File: config.mk
export PLATFORM = sky130hd
export DESIGN_NAME = pl_ex_mem
export DESIGN_NICKNAME = d
export VERILOG_FILES = /design/src/rtl/pl_ex_mem.sv
export SDC_FILE = /design/constraint.sdc
export NUM_CORES = 1
export LEC_CHECK = 0
export CORE_UTILIZATION = 37
export CTS_BUF_LIST = sky130_fd_sc_hd__clkbuf_4
export DETAILED_ROUTE_END_ITERATION = 8
export PLACE_DENSITY = 0.8
export SLEW_MARGIN = 0
export SYNTH_ARGS = -nofsm -noshare
export SYNTH_HDL_FRONTEND = slang
export SYNTH_SLANG_ARGS = --single-unit
File: constraint.sdc
create_clock -name CLK -period 1.6 [get_ports CLK]
set_input_delay 0.24 -clock CLK [delete_from_list [all_inputs] [get_ports CLK]]
set_output_delay 0.24 -clock CLK [all_outputs]
set_load 0.01 [all_outputs]
File: src/rtl/pl_ex_mem.sv
// EX/MEM pipeline register with a single-outstanding data-memory request FSM.
// Optional misaligned-access trap: define PL_EX_MEM_ALIGN_CHECK_EN.
module pl_ex_mem #(
    parameter int WORD_W = 32
) (
    input  logic              CLK,
    input  logic              nRST,
    input  logic              WEN,
    input  logic              flush,
    input  logic [WORD_W-1:0] aluout_in,
    input  logic [WORD_W-1:0] rtdata_in,
    input  logic [WORD_W-1:0] npc_in,
    input  logic [4:0]        wsel_in,
    input  logic              regwen_in,
    input  logic              memren_in,
    input  logic              memwen_in,
    input  logic              halt_in,
    output logic              dmemREN,
    output logic              dmemWEN,
    output logic [WORD_W-1:0] dmemaddr,
    output logic [WORD_W-1:0] dmemstore,
    input  logic              dhit,
    input  logic [WORD_W-1:0] dmemload_in,
    output logic              mem_busy,
    output logic [WORD_W-1:0] dmemload_out,
    output logic [WORD_W-1:0] dmemaddr_out,
    output logic [WORD_W-1:0] npc_out,
    output logic [4:0]        wsel_out,
    output logic              regwen_out,
    output logic              halt_out,
    output logic              align_fault
);

    typedef enum logic [1:0] {IDLE = 2'd0, REQ = 2'd1, DONE = 2'd2} state_t;

    state_t            state;
    logic [WORD_W-1:0] aluout_p0;
    logic [WORD_W-1:0] rtdata_p0;
    logic [WORD_W-1:0] npc_p0;
    logic [WORD_W-1:0] load_p0;
    logic [4:0]        wsel_p0;
    logic              regwen_p0;
    logic              memren_p0;
    logic              memwen_p0;
    logic              halt_p0;
    logic              fault_p0;

    logic              capture;
    logic              misalign;
    logic              go_req;

    assign mem_busy = (state == REQ) && !dhit;
    // A halted pipeline never accepts another instruction.
    assign capture  = WEN && !mem_busy && !halt_out;

`ifdef PL_EX_MEM_ALIGN_CHECK_EN
    assign misalign = !flush && (memren_in || memwen_in) && (aluout_in[1:0] != 2'b00);
`else
    assign misalign = 1'b0;
`endif

    assign go_req = !flush && (memren_in || memwen_in) && !halt_in && !misalign;

    always_ff @(posedge CLK or negedge nRST) begin
        if (!nRST) begin
            state     <= IDLE;
            aluout_p0 <= '0;
            rtdata_p0 <= '0;
            npc_p0    <= '0;
            load_p0   <= '0;
            wsel_p0   <= '0;
            regwen_p0 <= 1'b0;
            memren_p0 <= 1'b0;
            memwen_p0 <= 1'b0;
            halt_p0   <= 1'b0;
            fault_p0  <= 1'b0;
        end else begin
            if ((state == REQ) && dhit) begin
                if (memren_p0)
                    load_p0 <= dmemload_in;
                state <= DONE;
            end
            // A capture on the hit edge starts the next occupancy immediately.
            if (capture) begin
                if (flush) begin
                    aluout_p0 <= '0;
                    rtdata_p0 <= '0;
                    npc_p0    <= '0;
                    wsel_p0   <= '0;
                    regwen_p0 <= 1'b0;
                    memren_p0 <= 1'b0;
                    memwen_p0 <= 1'b0;
                    halt_p0   <= 1'b0;
                end else begin
                    aluout_p0 <= aluout_in;
                    rtdata_p0 <= rtdata_in;
                    npc_p0    <= npc_in;
                    wsel_p0   <= wsel_in;
                    regwen_p0 <= regwen_in && !misalign;
                    memren_p0 <= memren_in;
                    memwen_p0 <= memwen_in;
                    halt_p0   <= halt_in;
                end
                load_p0  <= '0;
                fault_p0 <= misalign;
                state    <= go_req ? REQ : IDLE;
            end
        end
    end

    assign dmemREN      = (state == REQ) && memren_p0;
    assign dmemWEN      = (state == REQ) && memwen_p0;
    assign dmemaddr     = aluout_p0;
    assign dmemstore    = rtdata_p0;
    assign dmemload_out = load_p0;
    assign dmemaddr_out = aluout_p0;
    assign npc_out      = npc_p0;
    assign wsel_out     = wsel_p0;
    assign regwen_out   = regwen_p0;
    assign halt_out     = halt_p0;
    assign align_fault  = fault_p0;

endmodule

==> reports/results.txt, run 1 <==
The run gives -0.178 ns as the worst slack at placement. Once placement finished, the instance area stood at 9030 sq um. Most common cell type on the critical path: sky130_fd_sc_hd__buf_6.

Clock-pin slew was measured on the worst setup and hold paths at 0.12 ns. The parity-gate share of the synthesized area counting xor and xnor cells was 0. The run gives 5367 as the via count of the first global-routing pass.

The share of the clock period used by the worst path after layout came out at 1.06. The H-tree was split into 4 levels. The tree built by TritonCTS fans out to 139 sinks.

The tools report the post-layout total power as 12.1 mW. The complex-gate fraction of the synthesized area was 0.235. The run finished, with violations left. The HPWL after detailed placement is 12200 um. The number of placement rows was 45; the wire length per cell after detailed routing was 17.4 um.

TritonCTS built the clock tree. The area share of and/or/nand/nor cells after synthesis is 0.0809. The setup path with the least slack is of type reg -> out.

In the routed layout, each cell is associated on average with a via count of 5.07. The library cell used as clock root buffer was sky130_fd_sc_hd__clkbuf_4. The ratio of cells with drive above 1 in the final layout was 0.112. The signal on the critical path passes through buf_6 > and3b_1 > buf_6.

The run gives 0 as the final number of hold-violating endpoints. The mapped cell area came out at 5830 sq um. The dominant cell by count in the synthesized netlist was sky130_fd_sc_hd__o21ai_0. During synthesis, Yosys emitted a total of 0 warnings. The fraction of synthesized cell area taken by the top area cell type is 0.596, and the die area is 16300 sq um. Yosys attributes the largest share of cell area to sky130_fd_sc_hd__dfrtp_1, sky130_fd_sc_hd__o21ai_0, sky130_fd_sc_hd__nand2_1.

The run gives 727 as the net count after synthesis. The count of final max-slew check failures was 0; the remaining antenna violation count after routing was 0. Tracing the worst setup path back leads to its startpoint at state[1]. In the routed design, unresolved DRC markers number 0. The portion of the post-synthesis area used by sequential elements is 0.596, and the biggest cell delay along the critical path is 0.47 ns. The analysis attributes to cell leakage a power of 4.76 nW.

The tools report the least setup slack across all paths after layout as -0.100 ns. After filler insertion, the fill cell instance count of the layout stands at 1289. Summed over all layers, the global routing overflow is 0. The synthesized netlist contains 24 unique library cells. The startpoint identified for the worst register-to-register timing path is state[0]. The count of buffers added on input and output ports is 311. The clock arrives with 0.0122 ns of skew.

The worst setup path is launched from a flop. The clock latency on the worst-skew pair came out at 0.53 ns. After synthesis, the most frequently instantiated cells are sky130_fd_sc_hd__o21ai_0, sky130_fd_sc_hd__dfrtp_1, sky130_fd_sc_hd__nand2_1. In this run the worst path has a maximum fanout of 3.

Dominant synthesized flop cell: sky130_fd_sc_hd__dfrtp_1. The critical path's slowest cell is sky130_fd_sc_hd__dfrtp_2. The first global-routing pass estimated 28200 um of wire. The maximum number of buffers from clock root to sink came out at 2. Setup violations remaining at the end of the flow were counted as 3.

The largest total area in the synthesized netlist belongs to sky130_fd_sc_hd__dfrtp_1. Counting tap cells, the placed design contains a total of 1046 instances. Across the run, the number of max-cap violations was 0. For this run, the number of standard cells in the final layout without fillers is 1106.

A synthesized cell averages 9.97 sq um. TritonCTS created 17 clock buffers. The combinational family with the most area after synthesis is compound AO/OA/AOI/OAI gates. Number of detailed-route iterations in the first pass: 5. The tools report the final net count as 1023.

The post-synthesis share of cell area spent on full adders, half adders and majority gates is 0, and the power per standard cell area is 1280 nW/um^2. The routed design has 19200 um of wire. Once layout is done, the placed cells without fillers occupy 9520 sq um. Setup repair after global routing could not meet its margin everywhere. The worst vdd rail ir drop is 0.654 mV, and the number of storage elements in the synthesis netlist is 139. The mux share of post-synthesis cell area is 0, and the initial antenna violation count is 2.

Initial cell density of the core: 0.381. Number of DRC markers in iteration 0: 310. Static timing analysis puts the maximum clock frequency at 588 MHz. For the largest net degree at the start of global routing, the log shows 69. Data on the critical path arrives at its endpoint at 1.46 ns.

The core region is 15300 sq um. The global-route total usage across every layer is 0.225. At the end of routability-driven placement, the weighted congestion stood at 0.791. The worst path needs 1.70 ns of the cycle, external delays included.

At the worst endpoint, the required time is 1.36 ns. For the synthesized netlist cell count, the log shows 585. The final reports fail on setup timing. Compared with the post-synthesis result, the final layout area differs by 63.2%. Yosys mapped a number of flops with a built-in enable equal to 0. The async set-reset flop share out of synthesis was 1.00. STA classifies the critical path endpoint as an output port. The tools report the number of primary I/O pins as 313. The final route contains 5612 vias. In this run the horizontal extent of the chip is 128 um. In this run the vertical extent of the chip is 128 um.

The min-delay analysis places its worst path in the category in -> async.
-- logic make-up after synthesis --
group,Yosys count
and+or+nand+nor,115
AOI/OAI and AO/OA,245
DFF,139
other,1
buffers and inverters,85
-- registers in the layout (all words and copies together) (netlist names) --
signal and cells:
npc_out 32, dmemload_out 32, regwen_out 1, halt_out 1
dmemstore 32, state 2, memren_p0 1, memwen_p0 1
wsel_out 5, dmemaddr 32
-- placed cells by master (no fill, tap or decap), types with 2 or more instances in the layout --
cell                              netlist  final
sky130_fd_sc_hd__buf_6                  4      9
sky130_fd_sc_hd__clkinv_4               0      2
sky130_fd_sc_hd__a22o_1                32     32
sky130_fd_sc_hd__nand2b_4               0      3
sky130_fd_sc_hd__clkinv_2               0      2
sky130_fd_sc_hd__clkbuf_16              0      7
sky130_fd_sc_hd__clkinvlp_4             0      2
sky130_fd_sc_hd__nor2_1                 3      3
sky130_fd_sc_hd__o21ai_1                1     13
sky130_fd_sc_hd__clkdlybuf4s50_1        0    140
sky130_fd_sc_hd__o21ai_0              207    195
sky130_fd_sc_hd__buf_4                 39     24
sky130_fd_sc_hd__nand2_1              104    104
sky130_fd_sc_hd__dlygate4sd2_1          0    157
sky130_fd_sc_hd__clkdlybuf4s15_1        0      3
sky130_fd_sc_hd__clkbuf_4               0     18
sky130_fd_sc_hd__buf_2                  4      3
sky130_fd_sc_hd__dfrtp_1              139    138
sky130_fd_sc_hd__inv_6                  0      3
sky130_fd_sc_hd__buf_12                 0     11
sky130_fd_sc_hd__clkbuf_2               6      5
sky130_fd_sc_hd__bufinv_16              0      5
-- critical path: cells and delay by family, from the launching register on --
| kind | cells | cell delay, ns |
|---|---|---|
| flops | 1 | 0.47 |
| buf+inv | 2 | 0.25 |
| simple gates | 1 | 0.23 |
-- what timing repair did --
item	4_1_cts	5_1_grt
setup buffers	16	2
gates cloned	0	8
hold buffers	1	0
resized for setup	193	32
pin swaps	1	22
endpoints found under the hold margin	139	0
setup endpoints to repair	170	29
-- where the power goes --
group	switching [mW]	leakage (nW)	internal, mW
Combinational	2.18	2.74	2.23
Sequential	0.507	1.84	4.46
Clock	1.34	0.181	1.43
-- layer usage --
metal	vias up	wire length, um	global-route usage
met3	42	1930	0.0791
met2	283	9300	0.366
met5	-	13	0
met4	2	616	0.106
li1	2586	-	-
met1	2699	7350	0.265
-- through the flow --
step	setup TNS [ns]	hold slack, ns	utilization
2_1_floorplan	0	-0.0556	-
3_3_place_gp	-14.08	0.189	0.590
6_report	-0.234	0.194	0.621
5_1_grt	-0.634	0.188	0.621
4_1_cts	-0.343	0.146	0.607
3_5_place_dp	-16.01	0.185	0.590
-- area by class of cell --
type / count / area [sq um] / area share
clock buffer: 18 / 135 / 0.0142
inverter: 1 / 5.00 / 0.000526
timing repair buffer: 360 / 3530 / 0.371
tap: 211 / 264 / 0.0277
antenna: 1 / 2.50 / 0.000263
sequential: 139 / 3480 / 0.366
multi-input combinational: 362 / 1880 / 0.197
clock inverter: 14 / 218 / 0.0229
-- worst paths after layout --
kind / slack, ns / cells after the start / end
max: -0.10 / 3 / dmemWEN
max in group asynchronous: 0.85 / 3 / dmemload_out[26]
min in group CLK: 0.24 / 3 / npc_out[30]
min reg2reg: 0.51 / 2 / npc_out[11]
max reg2reg: 0.03 / 6 / dmemload_out[12]
min: 0.19 / 2 / npc_out[31]
No activity file was read; power rests on OpenSTA's default activity.
==> inputs of run 2 (changes only) <==
--- a/config.mk
+++ b/config.mk
@@ -5,11 +5,12 @@
 export SDC_FILE = /design/constraint.sdc
 export NUM_CORES = 1
 export LEC_CHECK = 0
+export CAP_MARGIN = 30
 export CORE_UTILIZATION = 37
 export CTS_BUF_LIST = sky130_fd_sc_hd__clkbuf_4
 export DETAILED_ROUTE_END_ITERATION = 8
 export PLACE_DENSITY = 0.8
-export SLEW_MARGIN = 0
+export SLEW_MARGIN = 20
 export SYNTH_ARGS = -nofsm -noshare
 export SYNTH_HDL_FRONTEND = slang
 export SYNTH_SLANG_ARGS = --single-unit
==> constraint.sdc (replaced) <==
create_clock -name CLK -period 1.6 [get_ports CLK]
set_input_delay 0.24 -clock CLK [delete_from_list [all_inputs] [get_ports CLK]]
set_output_delay 0.24 -clock CLK [all_outputs]
set_load 0.02 [all_outputs]
==> reports/results.txt, run 2 (same netlist as run 1, synthesis figures left out) <==
The tools report the critical path capture point type as a flop. The number of placement rows came out at 45 (unchanged). For the arrival time of the worst setup path, the log shows 2.16 ns (+0.70 ns).

The tools report the estimated wirelength of the detail-placed design as 12400 um (+2.1%). The least setup slack across all paths after layout is -0.130 ns (-0.0301 ns), and the DRC violation count after routing is 0 (unchanged). The clock latency on the worst-skew pair came out at 0.54 ns (about the same). Relative to the synthesized area, the layout overhead comes to 65.9%.

For the number of maximum-capacitance constraint violations, the log shows 0 (unchanged). The peak clock frequency supported by timing is 578 MHz (-1.7%), and the largest net degree at the start of global routing is 54 (-22%). The number of non-filler instances in the completed layout is 1102 (-0.36%), and the number of port buffers is 311 (unchanged). For the worst clock skew, the log shows 0.0200 ns (+0.00786 ns). The maximum fanout along the worst path is 16 (+13), and the detailed-route vias per instance is 5.04 (-0.75%). The shortest period the worst path allows was 1.73 ns (+0.0301 ns). Traced cell by cell, the critical path runs through nor3b_4 > buf_4 > buf_6 > buf_6 > o21bai_4 > buf_12 > a22o_1. The clock transition time at the flip-flop clock pins of the worst setup and hold paths was 0.13 ns (about the same). The slowest stage of the critical path is the sky130_fd_sc_hd__dfrtp_2 cell. Remaining antenna violation count after routing: 0 (unchanged).

Maximum number of buffers from clock root to sink: 2 (unchanged). The biggest cell delay along the critical path was 0.48 ns (about the same); the number of vias in the routed layout was 5550 (-1.1%). The run gives 19400 um (+0.95%) as the total wire length. The number of H-tree branching levels is 4 (unchanged). The critical path is of the reg -> reg type.

The worst setup path is launched from a flop. The tools report the total congestion overflow as 0 (unchanged). The vertical die dimension was 128 um (unchanged); the number of detailed-route iterations in the first pass was 6 (+1). The initial antenna violation count is 1 (-1). The tightest min-delay check is of the in -> async type. The ratio of cells with drive above 1 in the final layout was 0.127 (+0.0151). The wire length per cell after detailed routing works out to 17.6 um (+1.3%). The tools report the leakage dissipation as 4.55 nW (-4.4%).

For the wire length of the first global-routing pass, the log shows 29400 um (+4.2%). The root buffer cell chosen for the clock tree is sky130_fd_sc_hd__clkbuf_4. The via count of the first global-routing pass is 5535 (+3.1%). The width of the chip works out to 128 um (unchanged). The library cell used most frequently in the layout, excluding fill and tap cells, is sky130_fd_sc_hd__clkdlybuf4s50_1. The post-route core utilization is 0.632 (+0.0104). The share of the clock period used by the worst path after layout was 1.08 (+0.0188); the final net count was 1019 (-0.39%). The tools report the number of cells in the design after placement as 1047 (+0.096%). The run gives 13.1 mW (+8.1%) as the post-layout total power. The final weighted congestion in routability-driven placement came out at 0.771 (-2.6%).

By instance count, the cell type seen most on the critical path is sky130_fd_sc_hd__buf_6. The worst slack at placement is -0.237 ns (-0.0589 ns). The tools report the count of final max-slew check failures as 0 (unchanged).

In the layout the commonest cells are sky130_fd_sc_hd__clkdlybuf4s50_1, sky130_fd_sc_hd__dfrtp_1, sky130_fd_sc_hd__o21ai_0, sky130_fd_sc_hd__nand2_1, sky130_fd_sc_hd__o21ai_1. Worst vdd rail ir drop: 0.667 mV (+2.0%). The number of DRC markers in iteration 0 was 294 (-5.2%); the core area was 15300 sq um (unchanged). The final hold slack is 0.174 ns (-0.0198 ns).

The initial cell density of the core was 0.381 (unchanged); the number of fill cells was 1292 (+0.23%). The power per standard cell area was 1360 nW/um^2 (+6.3%); the global-route total usage across every layer was 0.236 (+0.0112). TritonCTS built the clock tree.

The total CTS buffers came out at 17 (unchanged). The required time of the critical path was 2.03 ns (+0.67 ns). The run gives 0 (unchanged) as the final number of hold-violating endpoints. Setup repair after global routing could not meet its margin everywhere. The flow ran to the end, but the final reports show violations.

Number of failing setup endpoints in the final timing report: 139 (+136). The final reports fail on setup timing. The kind of cell with the highest combined delay along the critical path is buffers and inverters.

For the number of primary I/O pins, the log shows 313 (unchanged). The logs give 139 (unchanged) for the TritonCTS sink count and 16300 sq um (unchanged) for the die area. Number of buffers and inverters on the critical path: 4 (+2).
## run 2: changes by cell type in the layout (fill, tap and decap cells not counted), moves of 9 or more
cell                              delta
sky130_fd_sc_hd__dlygate4sd2_1      -84
sky130_fd_sc_hd__clkdlybuf4s15_1    +76
sky130_fd_sc_hd__o21ai_0            -75
sky130_fd_sc_hd__o21ai_1            +67
sky130_fd_sc_hd__buf_4              -13
sky130_fd_sc_hd__clkbuf_2            +9
## run 2: cell type report
class	count	area, sq um	area share
Timing Repair Buffer	357	3710	0.384
Inverter	1	5.00	0.000517
Sequential cell	139	3480	0.360
Clock inverter	15	186	0.0193
Multi-Input combinational cell	361	1900	0.196
Tap cell	211	264	0.0273
Clock buffer	17	128	0.0132
Antenna cell	1	2.50	0.000259
## run 2: timing repair
item / 4_1_cts / 5_1_grt
setup endpoints to repair: 213 / 232
hold endpoints to repair: 139 / 0
setup buffers: 9 / 1
gates resized for setup: 291 / 119
cloned: 4 / 7
hold buffers: 1 / 0
pin swaps: 50 / 1
## run 2: per-layer routing
layer	share of wire	global-route usage	vias up	wire length [um]
li1	-	-	2583	-
met1	0.40	0.277	2676	7720
met2	0.49	0.388	258	9500
met3	0.087	0.0913	33	1690
met4	0.025	0.0917	0	488
met5	0	0	-	0
## run 2: path summary, 6_finish.rpt
check,from,end,slack (ns),cells after the start
max,state[0],dmemload_out[8],-0.13,7
min,nRST,npc_out[4],0.17,2
max reg2reg,state[0],dmemload_out[8],-0.13,7
min reg2reg,dmemstore[23],dmemstore[23],0.52,2
max in group asynchronous,nRST,state[1],0.79,3
min in group CLK,aluout_in[21],dmemaddr[21],0.23,3
## run 2: through the flow
step                      area [sq um]  TNS [ns]
after floorplan                   5830         0
after global placement            9060    -23.24
after detailed placement          9060    -24.84
after CTS                         9440     -8.84
after global routing              9670    -17.83
final                             9670     -9.76
## run 2: power by group
group / internal [mW] / leakage, nW / switching [mW] / total, mW
Clock: 1.11 / 0.163 / 1.41 / 2.52
Sequential: 4.47 / 1.84 / 0.562 / 5.03
Combinational: 2.40 / 2.55 / 3.18 / 5.58
